## src/rtl/y_pixel_voltage_pipe.sv

```systemverilog
// y_pixel_voltage_pipe
//
// Converts a signed screen-space pixel row into a signed voltage reading.
// Each sample has a channel id, and each channel has its own scale exponent.
//   result = ((Y_ZERO_VOLTS - y) * VOLTAGE_RANGE <<< DEFAULT_SCALE_EXPONENT)
//            >>> DISPLAY_HEIGHT_EXPONENT >>> scaleExponent[channel]
// Every shift is arithmetic (floor rounding). The full internal precision is
// kept until the final limit stage.
//
// The pipeline has four stages:
//   1. subtract / multiply
//   2. scale-up / height shift
//   3. per-channel shift
//   4. limit / absolute value
// Data leaves the pipeline 4 cycles after the input transfer.
// Every stage holds while the output is stalled (outValid && !outReady).
//
// Build option:
//   Y_PIXEL_VOLTAGE_SATURATE_EN  defined: an out-of-range result clamps
//                                symmetrically to +/-(2^(VOLTAGE_BITS-1)-1).
//                                undefined: the result wraps to the low
//                                VOLTAGE_BITS bits.
//
// Ports:
//   clock, reset                      rising-edge clock, sync active-high reset
//   inValid / inReady                 input handshake
//   y, inChannel                      signed pixel row and channel of the sample
//   cfgWrite, cfgChannel,
//   cfgScaleExponent                  per-channel scale exponent write port
//   outValid / outReady               output handshake
//   voltage, voltageAbsoluteValue,
//   isNegative, outChannel            result and its channel
module y_pixel_voltage_pipe #(
  parameter int VOLTAGE_BITS            = 12,
  parameter int DISPLAY_Y_BITS          = 12,
  parameter int SCALE_EXPONENT_BITS     = 4,
  parameter int NUM_CHANNELS            = 4,
  parameter int CHANNEL_BITS            = 2,
  parameter int Y_ZERO_VOLTS            = 384,
  parameter int VOLTAGE_RANGE           = 256,
  parameter int DEFAULT_SCALE_EXPONENT  = 3,
  parameter int DISPLAY_HEIGHT_EXPONENT = 10
) (
  input  logic                             clock,
  input  logic                             reset,
  input  logic                             inValid,
  output logic                             inReady,
  input  logic signed [DISPLAY_Y_BITS-1:0] y,
  input  logic [CHANNEL_BITS-1:0]          inChannel,
  input  logic                             cfgWrite,
  input  logic [CHANNEL_BITS-1:0]          cfgChannel,
  input  logic [SCALE_EXPONENT_BITS-1:0]   cfgScaleExponent,
  output logic                             outValid,
  input  logic                             outReady,
  output logic signed [VOLTAGE_BITS-1:0]   voltage,
  output logic [VOLTAGE_BITS-1:0]          voltageAbsoluteValue,
  output logic                             isNegative,
  output logic [CHANNEL_BITS-1:0]          outChannel
);

  // Internal widths are sized so that no intermediate result overflows.
  localparam int R_W      = DISPLAY_Y_BITS + 1;
  localparam int VR_W     = $clog2(VOLTAGE_RANGE + 1) + 1;
  localparam int PROD_W   = R_W + VR_W;
  localparam int SCALED_W = PROD_W + DEFAULT_SCALE_EXPONENT;

  localparam logic signed [R_W-1:0]    Y_ZERO_S = R_W'(Y_ZERO_VOLTS);
  localparam logic signed [PROD_W-1:0] VR_S     = PROD_W'(VOLTAGE_RANGE);

  // Per-channel scale exponents.
  logic [SCALE_EXPONENT_BITS-1:0] scale_exp_reg [NUM_CHANNELS];

  // Pipeline registers.
  logic                           s1_valid_reg;
  logic signed [PROD_W-1:0]       s1_prod_reg;
  logic [SCALE_EXPONENT_BITS-1:0] s1_exp_reg;
  logic [CHANNEL_BITS-1:0]        s1_chan_reg;

  logic                           s2_valid_reg;
  logic signed [SCALED_W-1:0]     s2_val_reg;
  logic [SCALE_EXPONENT_BITS-1:0] s2_exp_reg;
  logic [CHANNEL_BITS-1:0]        s2_chan_reg;

  logic                           s3_valid_reg;
  logic signed [SCALED_W-1:0]     s3_val_reg;
  logic [CHANNEL_BITS-1:0]        s3_chan_reg;

  logic                           out_valid_reg;
  logic signed [VOLTAGE_BITS-1:0] voltage_reg;
  logic [VOLTAGE_BITS-1:0]        abs_reg;
  logic                           neg_reg;
  logic [CHANNEL_BITS-1:0]        out_chan_reg;

  // Combinational next values.
  logic                           advance;
  logic signed [R_W-1:0]          r_next;
  logic signed [PROD_W-1:0]       prod_next;
  logic [SCALE_EXPONENT_BITS-1:0] exp_next;
  logic signed [SCALED_W-1:0]     scaled_up;
  logic signed [SCALED_W-1:0]     s2_val_next;
  logic signed [SCALED_W-1:0]     s3_val_next;
  logic signed [VOLTAGE_BITS-1:0] volt_next;
  logic [VOLTAGE_BITS-1:0]        abs_next;
  logic                           neg_next;

  // The pipeline is stalled only while a valid result sits unaccepted at
  // the output. A bubble at the output never blocks the stages behind it.
  assign advance = !(out_valid_reg && !outReady);
  assign inReady = advance;

  // Stage 1: r = Y_ZERO - y (screen Y grows downward), then multiply by the
  // voltage span. The channel exponent is captured at acceptance, so a
  // cfgWrite in the same cycle only affects later samples.
  always_comb begin
    r_next    = Y_ZERO_S - R_W'(y);
    prod_next = PROD_W'(r_next) * VR_S;
    exp_next  = '0;
    for (int i = 0; i < NUM_CHANNELS; i++) begin
      if (inChannel == CHANNEL_BITS'(i)) begin
        exp_next = scale_exp_reg[i];
      end
    end
  end

  // Stage 2: default scale-up, then divide by the display height.
  always_comb begin
    scaled_up   = SCALED_W'(s1_prod_reg);
    s2_val_next = (scaled_up <<< DEFAULT_SCALE_EXPONENT) >>> DISPLAY_HEIGHT_EXPONENT;
  end

  // Stage 3: per-channel shift. A large exponent drains the value to 0 or -1.
  assign s3_val_next = s2_val_reg >>> s2_exp_reg;

  // Stage 4: limit to the output width, then derive sign and magnitude.
`ifdef Y_PIXEL_VOLTAGE_SATURATE_EN
  localparam logic signed [SCALED_W-1:0] SAT_POS = SCALED_W'((2 ** (VOLTAGE_BITS - 1)) - 1);
  localparam logic signed [SCALED_W-1:0] SAT_NEG = -SAT_POS;
  logic signed [SCALED_W-1:0] clamped;

  always_comb begin
    clamped = s3_val_reg;
    if (s3_val_reg > SAT_POS) begin
      clamped = SAT_POS;
    end else if (s3_val_reg < SAT_NEG) begin
      clamped = SAT_NEG;
    end
    volt_next = VOLTAGE_BITS'(clamped);
  end
`else
  // Two's-complement wrap. The magnitude of the most negative code is
  // still representable as an unsigned value.
  assign volt_next = VOLTAGE_BITS'(s3_val_reg);
`endif

  always_comb begin
    neg_next = volt_next[VOLTAGE_BITS-1];
    abs_next = neg_next ? VOLTAGE_BITS'(-volt_next) : VOLTAGE_BITS'(volt_next);
  end

  // Scale exponent registers. Writes are accepted in every cycle, stalled or
  // not. A channel id with no matching register is ignored.
  always_ff @(posedge clock) begin
    for (int i = 0; i < NUM_CHANNELS; i++) begin
      if (reset) begin
        scale_exp_reg[i] <= '0;
      end else if (cfgWrite && (cfgChannel == CHANNEL_BITS'(i))) begin
        scale_exp_reg[i] <= cfgScaleExponent;
      end
    end
  end

  // Pipeline advance.
  always_ff @(posedge clock) begin
    if (reset) begin
      s1_valid_reg  <= 1'b0;
      s1_prod_reg   <= '0;
      s1_exp_reg    <= '0;
      s1_chan_reg   <= '0;
      s2_valid_reg  <= 1'b0;
      s2_val_reg    <= '0;
      s2_exp_reg    <= '0;
      s2_chan_reg   <= '0;
      s3_valid_reg  <= 1'b0;
      s3_val_reg    <= '0;
      s3_chan_reg   <= '0;
      out_valid_reg <= 1'b0;
      voltage_reg   <= '0;
      abs_reg       <= '0;
      neg_reg       <= 1'b0;
      out_chan_reg  <= '0;
    end else if (advance) begin
      s1_valid_reg  <= inValid;
      s1_prod_reg   <= prod_next;
      s1_exp_reg    <= exp_next;
      s1_chan_reg   <= inChannel;
      s2_valid_reg  <= s1_valid_reg;
      s2_val_reg    <= s2_val_next;
      s2_exp_reg    <= s1_exp_reg;
      s2_chan_reg   <= s1_chan_reg;
      s3_valid_reg  <= s2_valid_reg;
      s3_val_reg    <= s3_val_next;
      s3_chan_reg   <= s2_chan_reg;
      out_valid_reg <= s3_valid_reg;
      voltage_reg   <= volt_next;
      abs_reg       <= abs_next;
      neg_reg       <= neg_next;
      out_chan_reg  <= s3_chan_reg;
    end
  end

  assign outValid             = out_valid_reg;
  assign voltage              = voltage_reg;
  assign voltageAbsoluteValue = abs_reg;
  assign isNegative           = neg_reg;
  assign outChannel           = out_chan_reg;

endmodule

```

## config.mk

```make
export PLATFORM = sky130hd
export DESIGN_NAME = y_pixel_voltage_pipe
export DESIGN_NICKNAME = d
export VERILOG_FILES = /design/src/rtl/y_pixel_voltage_pipe.sv
export SDC_FILE = /design/constraint.sdc
export NUM_CORES = 1
export LEC_CHECK = 0
export ABC_AREA = 1
export ABC_CLOCK_PERIOD_IN_PS = 1300
export BUFFER_PORTS_ARGS = -buffer_cell sky130_fd_sc_hd__buf_2
export CAP_MARGIN = 25
export CORE_MARGIN = 5
export CORE_UTILIZATION = 53
export DETAILED_ROUTE_END_ITERATION = 7
export GPL_TIMING_DRIVEN = 0
export PLACE_DENSITY = 0.77
export SYNTH_ARGS = -nofsm -noshare
export SYNTH_HDL_FRONTEND = slang
export SYNTH_SLANG_ARGS = --single-unit
export TNS_END_PERCENT = 20
```

## constraint.sdc

```tcl
create_clock -name clock -period 1.3 [get_ports clock]
set_clock_uncertainty 0.2 [all_clocks]
set_input_delay 0.13 -clock clock [delete_from_list [all_inputs] [get_ports clock]]
set_output_delay 0.13 -clock clock [all_outputs]
set_load 0.005 [all_outputs]
```

Yosys cells after proc, flatten, opt, wreduce, memory -nomap -nowiden
Memory sizes are Yosys's and may differ from the RTL's.
Cells that the tools add are included.
Storage, ports and cells
  logic and storage cells: 62
  register bits: 83
  bits of input ports: 25
  output and inout bits: 29
  memories kept: 1
  bits in writable memories: 16
Cells by class
  add/subtract/negate cells: 2
  bitwise gates (word level): 4
  eq/ne operators: 6
  reduce and logical (&&, ||, !) cells: 9
  shift operators: 1
  mux-type cells: 23
Memory list
  scale_exp_reg: depth 4, bits a word 4, rd ports 4, clocked after memory_dff 0, write ports 4, line 71  | logic [SCALE_EXPONENT_BITS-1:0] scale_exp_reg [NUM_CHANNELS];
Operators with widths (number)
  4-bit 2-to-1 mux: 8
  1-bit 2-to-1 mux: 14
  14-bit by 4-bit >>> shifter with 12-bit output: 1
  10-bit by 12-bit subtractor with 13-bit output (first input constant): 1
  12-bit 2-to-1 mux: 1
  12-bit negation: 1
  2-bit == test (second input constant): 4
  1-bit logical AND: 5
  2-bit by 1-bit == test with 1-bit output (second input constant): 2
  2-bit zero test: 2
  1-bit OR: 4
  1-bit zero test: 2

Longest topological paths before layout
Gate-level depths: netlist (run 1).
  depth in word-level cells: 6
  mapped depth: 9
  mapped depth without buffers: 9

Worst setup path before layout (run 1)
Ideal clock, no wire load.
  path type: flip-flop to flip-flop
  from: register s3_val_reg[1]
  to: register abs_reg[10], in the netlist voltageAbsoluteValue[10]
  period minus slack after synthesis: 1.403 ns
  buffers on the path: 0
  library setup time: 0.109 ns
  slack: -0.103 ns
  arrival: 1.094 ns
  stages on the path, launching flop included: 10
  required time: 0.991 ns
  cell sequence: dfxtp_1 -> inv_1 -> ha_1 -> nand3_1 -> o21ai_2 -> nand2_1 -> nand2_1 -> nand3_1 -> nand2_1 -> inv_1
On the way
  longest elaborated chain between the ends: 2
Ends and longest elaborated chain
  start: declaration: line 85  | logic signed [SCALED_W-1:0] s3_val_reg;
  start signal: assignment: line 201  | s3_val_reg <= s3_val_next;
  12-bit negation: line 157  | abs_next = neg_next ? VOLTAGE_BITS'(-volt_next) : VOLTAGE_BITS'(volt_next);
  12-bit 2-to-1 mux: line 157
  end signal: assignment: line 205  | abs_reg <= abs_next;
  end: declaration: line 90  | logic [VOLTAGE_BITS-1:0] abs_reg;
No other way between the ends.
A chain may end at the register's enable or synchronous reset.

Worst setup path after layout (run 1)
  from: register out_valid_reg, in the netlist outValid
  to: output inReady
On the way
  longest elaborated chain between the ends: 2
Ends and longest elaborated chain
  start: declaration: line 88  | logic out_valid_reg;
  start signal: assignment: line 203  | out_valid_reg <= s3_valid_reg;
  1-bit logical AND: line 108  | assign advance = !(out_valid_reg && !outReady);
  1-bit zero test: line 108
  end: declaration: line 47  | output logic inReady,
No other way between the ends.

==> qor.tcl, run 1 <==
set qor(run_status) {complete, but fails checks}
set qor(violations_in_the_final_reports) {negative setup slack}
set qor(mostFrequentLayoutCell) {sky130_fd_sc_hd__nand2_1}
set qor(number_of_enable_flip_flop_cells_after_synthesis) 16
set qor(area_growth_syn_to_layout_pct) 26.6
set qor(worstRegToRegCells) 7
set qor(vdd.ir_drop.worst_mv) 0.709
set qor(postSynth.topFlopCell) {sky130_fd_sc_hd__dfxtp_1}
set qor(viasPerCell) 5.49
set qor(initial_core_util) 0.540
set qor(timing.hold.worst_path_depth) 5
set qor(required_time_of_the_worst_setup_path_ps) 970
set qor(worst_r2r_startpoint) {outValid}
set qor(powerDensity_nw_per_um2) 1120
set qor(hold_viol) 0
set qor(sequential_cell_area_um2) 2110
set qor(place_ws_ps) -396
set qor(hold_path_class) {in -> reg}
set qor(multiInputGateArea_um2) 2360
set qor(setup-tns-final_ps) -13780
set qor(num-nets-final) 754
set qor(die_area_um2) 10800
set qor(yosys.cell_types.count) 36
set qor(vias) 4610
set qor(die_height_um) 104
set qor(rsz_0062_raised_after_global_routing) {true}
set qor(r2r_slack_ps) -260
set qor(post_synthesis_sequential_area_ratio) 0.451
set qor(layout-drive-gt1-share) 0.257
set qor(gr-usage-all-layers) 0.239
set qor(count_of_antenna_violating_nets_left_after_detailed_routing) 0
set qor(min_period_ps) 1620
set qor(dpl.hpwl_mm) 9.24
set qor(place.port_buffers) 49
set qor(kind_of_critical_path) {reg -> out}
set qor(worstMarginPinSlew_ps) 568
set qor(synthesis.yosys.warnings) 0
set qor(clkLatencyLatePin_ps) 380
set qor(largest_register_ffs) 16
set qor(maxSlewHeadroom) 0.621
set qor(clk_root_buffer_cell) {sky130_fd_sc_hd__clkbuf_8}
set qor(worst_ep_arrival_time_ps) 1290
set qor(drt-wirelength-per-cell_um) 15.7
set qor(grt_antenna_before_repair) 0
set qor(cts_made_buffers) 9
set qor(setup.worst_path.start) {outValid}
set qor(die_x_um) 104
set qor(crit_path_end_kind) {output port}
set qor(timing_max_transition_violations_final) 0
set qor(timing.final.crit_share) 1.24
set qor(synth.ff_latch_count) 97
set qor(placementRows) 34
set qor(grt_max_degree) 19
set qor(antenna_cells_inserted) 0
set qor(tritoncts) {yes}
set qor(synthesis.area_per_instance_um2) 7.28
set qor(numClockSinks) 97
set qor(post-route-worst-setup-slack_ps) -318
set qor(number_of_cells_produced_by_synthesis) 640
set qor(cell_leakage_power_nw) 2.74
set qor(cts-htree-levels) 3
set qor(fillCellCount) 712
set qor(drt-total-wl_mm) 13.2
set qor(wire_length_of_the_first_global_routing_pass_mm) 21.3
set qor(setup-violations-final) 82
set qor(core_region_area_um2) 8640
set qor(asyncSetResetFlopFracSynth) 0
set qor(synthesis.nets) 667
set qor(clkTransAtPathRegs_ps) 110
set qor(global_route.overflow_total) 0
set qor(startpoint_type) {register}
set qor(crit_fanout) 2
set qor(layout_common_cells) {sky130_fd_sc_hd__nand2_1, sky130_fd_sc_hd__nand3_1, sky130_fd_sc_hd__dfxtp_1}
set qor(detail_route.first_pass.iterations) 5
set qor(timing.hold.worst.start) {y[1]}
set qor(max_cap_viol_count) 0
set qor(first_global_vias) 4416
set qor(remaining_drc_errors) 0
set qor(floorplan.io_pins) 54
set qor(drt_first_iter_violations) 333
set qor(place.gp.congestion) 0.927
set qor(synth.cell_area_um2) 4660
set qor(cts-root-to-sink-buffers) 2
set qor(placement.cell_area_um2) 5060
set qor(max_freq_mhz) 618
set qor(stdcell_area_um2) 5900
## cells in the mapped netlist (3+ instances only)
cell,n,area [µm²]
sky130_fd_sc_hd__nand3_1,84,420
sky130_fd_sc_hd__nand2_2,3,18.8
sky130_fd_sc_hd__nor2_1,84,315
sky130_fd_sc_hd__o21ai_1,8,40.0
sky130_fd_sc_hd__a21oi_1,41,205
sky130_fd_sc_hd__nor3_1,3,15.0
sky130_fd_sc_hd__a21oi_2,4,35.0
sky130_fd_sc_hd__o21ai_0,70,350
sky130_fd_sc_hd__inv_1,49,184
sky130_fd_sc_hd__buf_4,5,37.5
sky130_fd_sc_hd__dfxtp_1,81,1620
sky130_fd_sc_hd__or2_0,3,18.8
sky130_fd_sc_hd__xor2_1,4,35.0
sky130_fd_sc_hd__clkbuf_1,9,33.8
sky130_fd_sc_hd__buf_2,14,70.1
sky130_fd_sc_hd__edfxtp_1,16,480
sky130_fd_sc_hd__buf_6,8,90.1
sky130_fd_sc_hd__inv_2,3,11.3
sky130_fd_sc_hd__nand2_1,123,462
sky130_fd_sc_hd__nand4_1,6,37.5
## power breakdown
part	internal [mW]	switching, mW
Clock	0.728	1.14
Sequential	3.28	0.173
Combinational	0.509	0.753
Total	4.52	2.07
## worst max-delay path: stages (launching register included)
cell and delay (ps):
sky130_fd_sc_hd__dfxtp_2 350, sky130_fd_sc_hd__inv_2 40, sky130_fd_sc_hd__nor2_4 120, sky130_fd_sc_hd__inv_4 60
sky130_fd_sc_hd__buf_8 130, sky130_fd_sc_hd__buf_8 110, sky130_fd_sc_hd__buf_6 100
## routing by layer
metal / share of wire / up-vias / global-route usage
met5: 0 / - / 0
met4: 0.024 / 0 / 0.0768
met3: 0.047 / 36 / 0.0473
met2: 0.49 / 154 / 0.398
met1: 0.44 / 2123 / 0.310
li1: - / 2297 / -
## stage by stage
step / util / total power, mW / hold slack, ps / std cells
after global placement: 0.586 / 4.51 / 185 / 797
final: 0.683 / 6.58 / 8.04 / 840
after CTS: 0.650 / 6.47 / 16.7 / 834
after detailed placement: 0.586 / 4.53 / 203 / 797
after global routing: 0.683 / 6.89 / 29.3 / 840
after floorplan: - / 4.18 / 96.7 / 640
## cell families after synthesis
| group | Yosys count | synth area share |
|---|---|---|
| adder cells (fa/ha/maj) | 2 | 0.00537 |
| AO/OA/AOI/OAI | 131 | 0.150 |
| AND/OR/NAND/NOR | 315 | 0.291 |
| XOR/XNOR | 4 | 0.00751 |
| buffers and inverters | 91 | 0.0945 |
| flip-flops | 97 | 0.451 |
## layout make-up
| cell class | instances | share of cell area |
|---|---|---|
| Clock inverter | 7 | 0.0108 |
| Sequential cell | 97 | 0.358 |
| Buffer | 38 | 0.0636 |
| Clock buffer | 9 | 0.0210 |
| Multi-Input combinational cell | 452 | 0.400 |
| Timing Repair Buffer | 76 | 0.0893 |
| Inverter | 53 | 0.0346 |
| Tap cell | 108 | 0.0229 |
## final timing paths
path                                       end
worst max-delay path                   inReady
worst min-delay path            s1_prod_reg[9]
worst max register to register   s3_val_reg[6]
worst min register to register     voltage[10]
## repair_timing
item                                    CTS  global route
hold endpoints to repair                 35             0
setup buffers                             4             5
gates resized for setup                  68            78
endpoints found under the setup margin   82            84
pin swaps                                 1            10
hold buffers                             17             0
gates cloned                              0             1
(Power assumes the default switching activity.)
==> inputs of run 2 (changes only) <==
--- a/config.mk
+++ b/config.mk
@@ -14,6 +14,7 @@
 export DETAILED_ROUTE_END_ITERATION = 7
 export GPL_TIMING_DRIVEN = 0
 export PLACE_DENSITY = 0.77
+export SETUP_SLACK_MARGIN = 0.3
 export SYNTH_ARGS = -nofsm -noshare
 export SYNTH_HDL_FRONTEND = slang
 export SYNTH_SLANG_ARGS = --single-unit
==> run 2 against run 1 <==
Net effect:
- the run ends with negative hold slack, negative setup slack left
- power is 0.45% higher
- sequential share of layout area fell by 0.84 points
- hold slack worse by 100 ps
- worst setup slack got worse by 10 ps
- clock-buffer cell count up 1
- register-to-register slack improved by 20 ps
- highest routed layer unchanged
==> qor.tcl, run 2 (same netlist as run 1, synthesis figures left out) <==
set qor(clkLatencyLatePin_ps) 370 ;# was 380 ps
set qor(wire_length_of_the_first_global_routing_pass_mm) 21.4 ;# was 21.3 mm
set qor(critical_path_depth) 6 ;# unchanged
set qor(timing.hold.worst_path_depth) 4 ;# was 5
set qor(crit_fanout) 2 ;# unchanged
set qor(area_growth_syn_to_layout_pct) 29.7 ;# was 26.6%
set qor(post-route-worst-setup-slack_ps) -328 ;# was -318 ps
set qor(worst-path-buf-inv) 5 ;# unchanged
set qor(cell_leakage_power_nw) 2.79 ;# was 2.74 nW
set qor(first_global_vias) 4351 ;# was 4416
set qor(maxSlewHeadroom) 0.553 ;# was 0.621
set qor(detail_route.first_pass.iterations) 7 ;# was 5
set qor(min_period_ps) 1630 ;# was 1620 ps
set qor(startpoint_type) {register} ;# unchanged
set qor(gr-usage-all-layers) 0.241 ;# was 0.239
set qor(clk_root_buffer_cell) {sky130_fd_sc_hd__clkbuf_8} ;# unchanged
set qor(crit_path_end_kind) {output port} ;# unchanged
set qor(sequential_cell_area_um2) 2110 ;# about the same
set qor(critPathSlowestCell) {sky130_fd_sc_hd__dfxtp_2} ;# unchanged
set qor(count_of_antenna_violating_nets_left_after_detailed_routing) 0 ;# unchanged
set qor(hold_viol) 25 ;# was 0
set qor(rsz_0062_raised_after_global_routing) {true} ;# unchanged
set qor(layout-drive-gt1-share) 0.283 ;# was 0.257
set qor(hold_path_class) {in -> reg} ;# unchanged
set qor(cts-root-to-sink-buffers) 2 ;# unchanged
set qor(setup-violations-final) 82 ;# unchanged
set qor(die_x_um) 104 ;# unchanged
set qor(worst_ep_arrival_time_ps) 1300 ;# was 1290 ps
set qor(cts_made_buffers) 9 ;# unchanged
set qor(remaining_drc_errors) 0 ;# unchanged
set qor(timing.critical_path.max_delay_family) {buffers and inverters} ;# unchanged
set qor(largest_register_ffs) 16 ;# unchanged
set qor(r2r_slack_ps) -240 ;# was -260 ps
set qor(vdd.ir_drop.worst_mv) 0.737 ;# was 0.709 mV
set qor(die_area_um2) 10800 ;# unchanged
set qor(required_time_of_the_worst_setup_path_ps) 970 ;# about the same
set qor(floorplan.io_pins) 54 ;# unchanged
set qor(hold_slack_ps) -93.6 ;# was 8.04 ps
set qor(worstMarginPinSlew_ps) 670 ;# was 568 ps
set qor(core_region_area_um2) 8640 ;# unchanged
set qor(layout_common_cells) {sky130_fd_sc_hd__nand2_1, sky130_fd_sc_hd__nand3_1, sky130_fd_sc_hd__dfxtp_1} ;# unchanged
set qor(worstPathCellList) {inv_2, nor2_4, inv_2, buf_8, buf_8, buf_6} ;# was inv_2, nor2_4, inv_4, buf_8, buf_8, buf_6
set qor(mostFrequentLayoutCell) {sky130_fd_sc_hd__nand2_1} ;# unchanged
set qor(die_height_um) 104 ;# unchanged
set qor(dpl.hpwl_mm) 9.34 ;# was 9.24 mm
set qor(worstRegToRegCells) 7 ;# unchanged
set qor(timing_max_transition_violations_final) 0 ;# unchanged
set qor(num-nets-final) 750 ;# was 754
set qor(violations_in_the_final_reports) {negative hold slack, negative setup slack} ;# was negative setup slack
set qor(grt_max_degree) 18 ;# was 19
set qor(worst_stage_delay_on_the_critical_path_ps) 340 ;# was 350 ps
set qor(drt-wirelength-per-cell_um) 16.9 ;# was 15.7 µm
set qor(powerDensity_nw_per_um2) 1090 ;# was 1120 nW/µm²
set qor(tritoncts) {yes} ;# unchanged
set qor(grt_antenna_before_repair) 0 ;# unchanged
set qor(drt-total-wl_mm) 14.1 ;# was 13.2 mm
set qor(kind_of_critical_path) {reg -> out} ;# unchanged
set qor(place.port_buffers) 49 ;# unchanged
set qor(setup-tns-final_ps) -15250 ;# was -13780 ps
set qor(viasPerCell) 5.69 ;# was 5.49
set qor(initial_core_util) 0.540 ;# unchanged
set qor(fillCellCount) 650 ;# was 712
set qor(run_status) {complete, but fails checks} ;# unchanged
set qor(global_route.overflow_total) 0 ;# unchanged
set qor(max_cap_viol_count) 0 ;# unchanged
set qor(cts-htree-levels) 3 ;# unchanged
set qor(antenna_cells_inserted) 0 ;# unchanged
set qor(timing.final.crit_share) 1.25 ;# was 1.24
set qor(place.gp.congestion) 0.931 ;# was 0.927
set qor(drt_first_iter_violations) 494 ;# was 333
set qor(final_core_utilization) 0.700 ;# was 0.683
set qor(clkTransAtPathRegs_ps) 100 ;# was 110 ps
set qor(max_freq_mhz) 614 ;# was 618 MHz
set qor(vias) 4758 ;# was 4610
set qor(placementRows) 34 ;# unchanged
set qor(multiInputGateArea_um2) 2420 ;# was 2360 µm²
set qor(numClockSinks) 97 ;# unchanged
==> run 2: per-layer routing <==
metal / share of wire / global-route usage / vias up / routed length, µm
li1: - / - / 2289 / -
met1: 0.40 / 0.317 / 2205 / 5680
met2: 0.49 / 0.398 / 229 / 6920
met3: 0.076 / 0.0460 / 35 / 1070
met4: 0.030 / 0.0777 / 0 / 428
met5: 0 / 0 / - / 0
==> run 2: path summary, 6_finish.rpt <==
| kind | from | end |
|---|---|---|
| worst max-delay path | outValid | inReady |
| worst min-delay path | y[11] | s1_prod_reg[20] |
| worst max register to register | outValid | s3_val_reg[11] |
| worst min register to register | voltage[11] | voltage[11] |
==> run 2: final cells by class <==
cell class	instances	share of cell area
multi-input combinational	452	0.400
sequential	97	0.350
timing repair buffer	72	0.0944
buffer	38	0.0697
inverter	53	0.0339
tap	108	0.0224
clock buffer	10	0.0211
clock inverter	6	0.00849
==> run 2: through the flow <==
stage                     cell area, µm²  power [mW]  instances  setup WS [ps]
final                               6050        6.61        836           -328
after global routing                6050        6.91        836           -370
after CTS                           5550        6.41        825           -305
after detailed placement            5060        4.54        797           -408
after global placement              5060        4.51        797           -382
after floorplan                     4680        4.18        640          -55.4
==> run 2: report_power, final <==
part	internal [mW]	leakage (nW)	switching (mW)
logic	0.517	1.88	0.769
registers	3.28	0.827	0.190
clock network	0.725	0.0893	1.13
==> run 2: timing repair <==
action,in CTS,in global routing
endpoints found under the setup margin,142,142
hold buffers,5,1
gates resized for setup,75,111
pin swaps,4,13
buffers inserted,5,5
cloned,2,5
endpoints found under the hold margin,35,25
==> run 2: worst min-delay path: stages <==
cell and delay (ps):
sky130_fd_sc_hd__buf_2 120, sky130_fd_sc_hd__nor2_2 50, sky130_fd_sc_hd__nand2_1 70, sky130_fd_sc_hd__a21oi_1 60
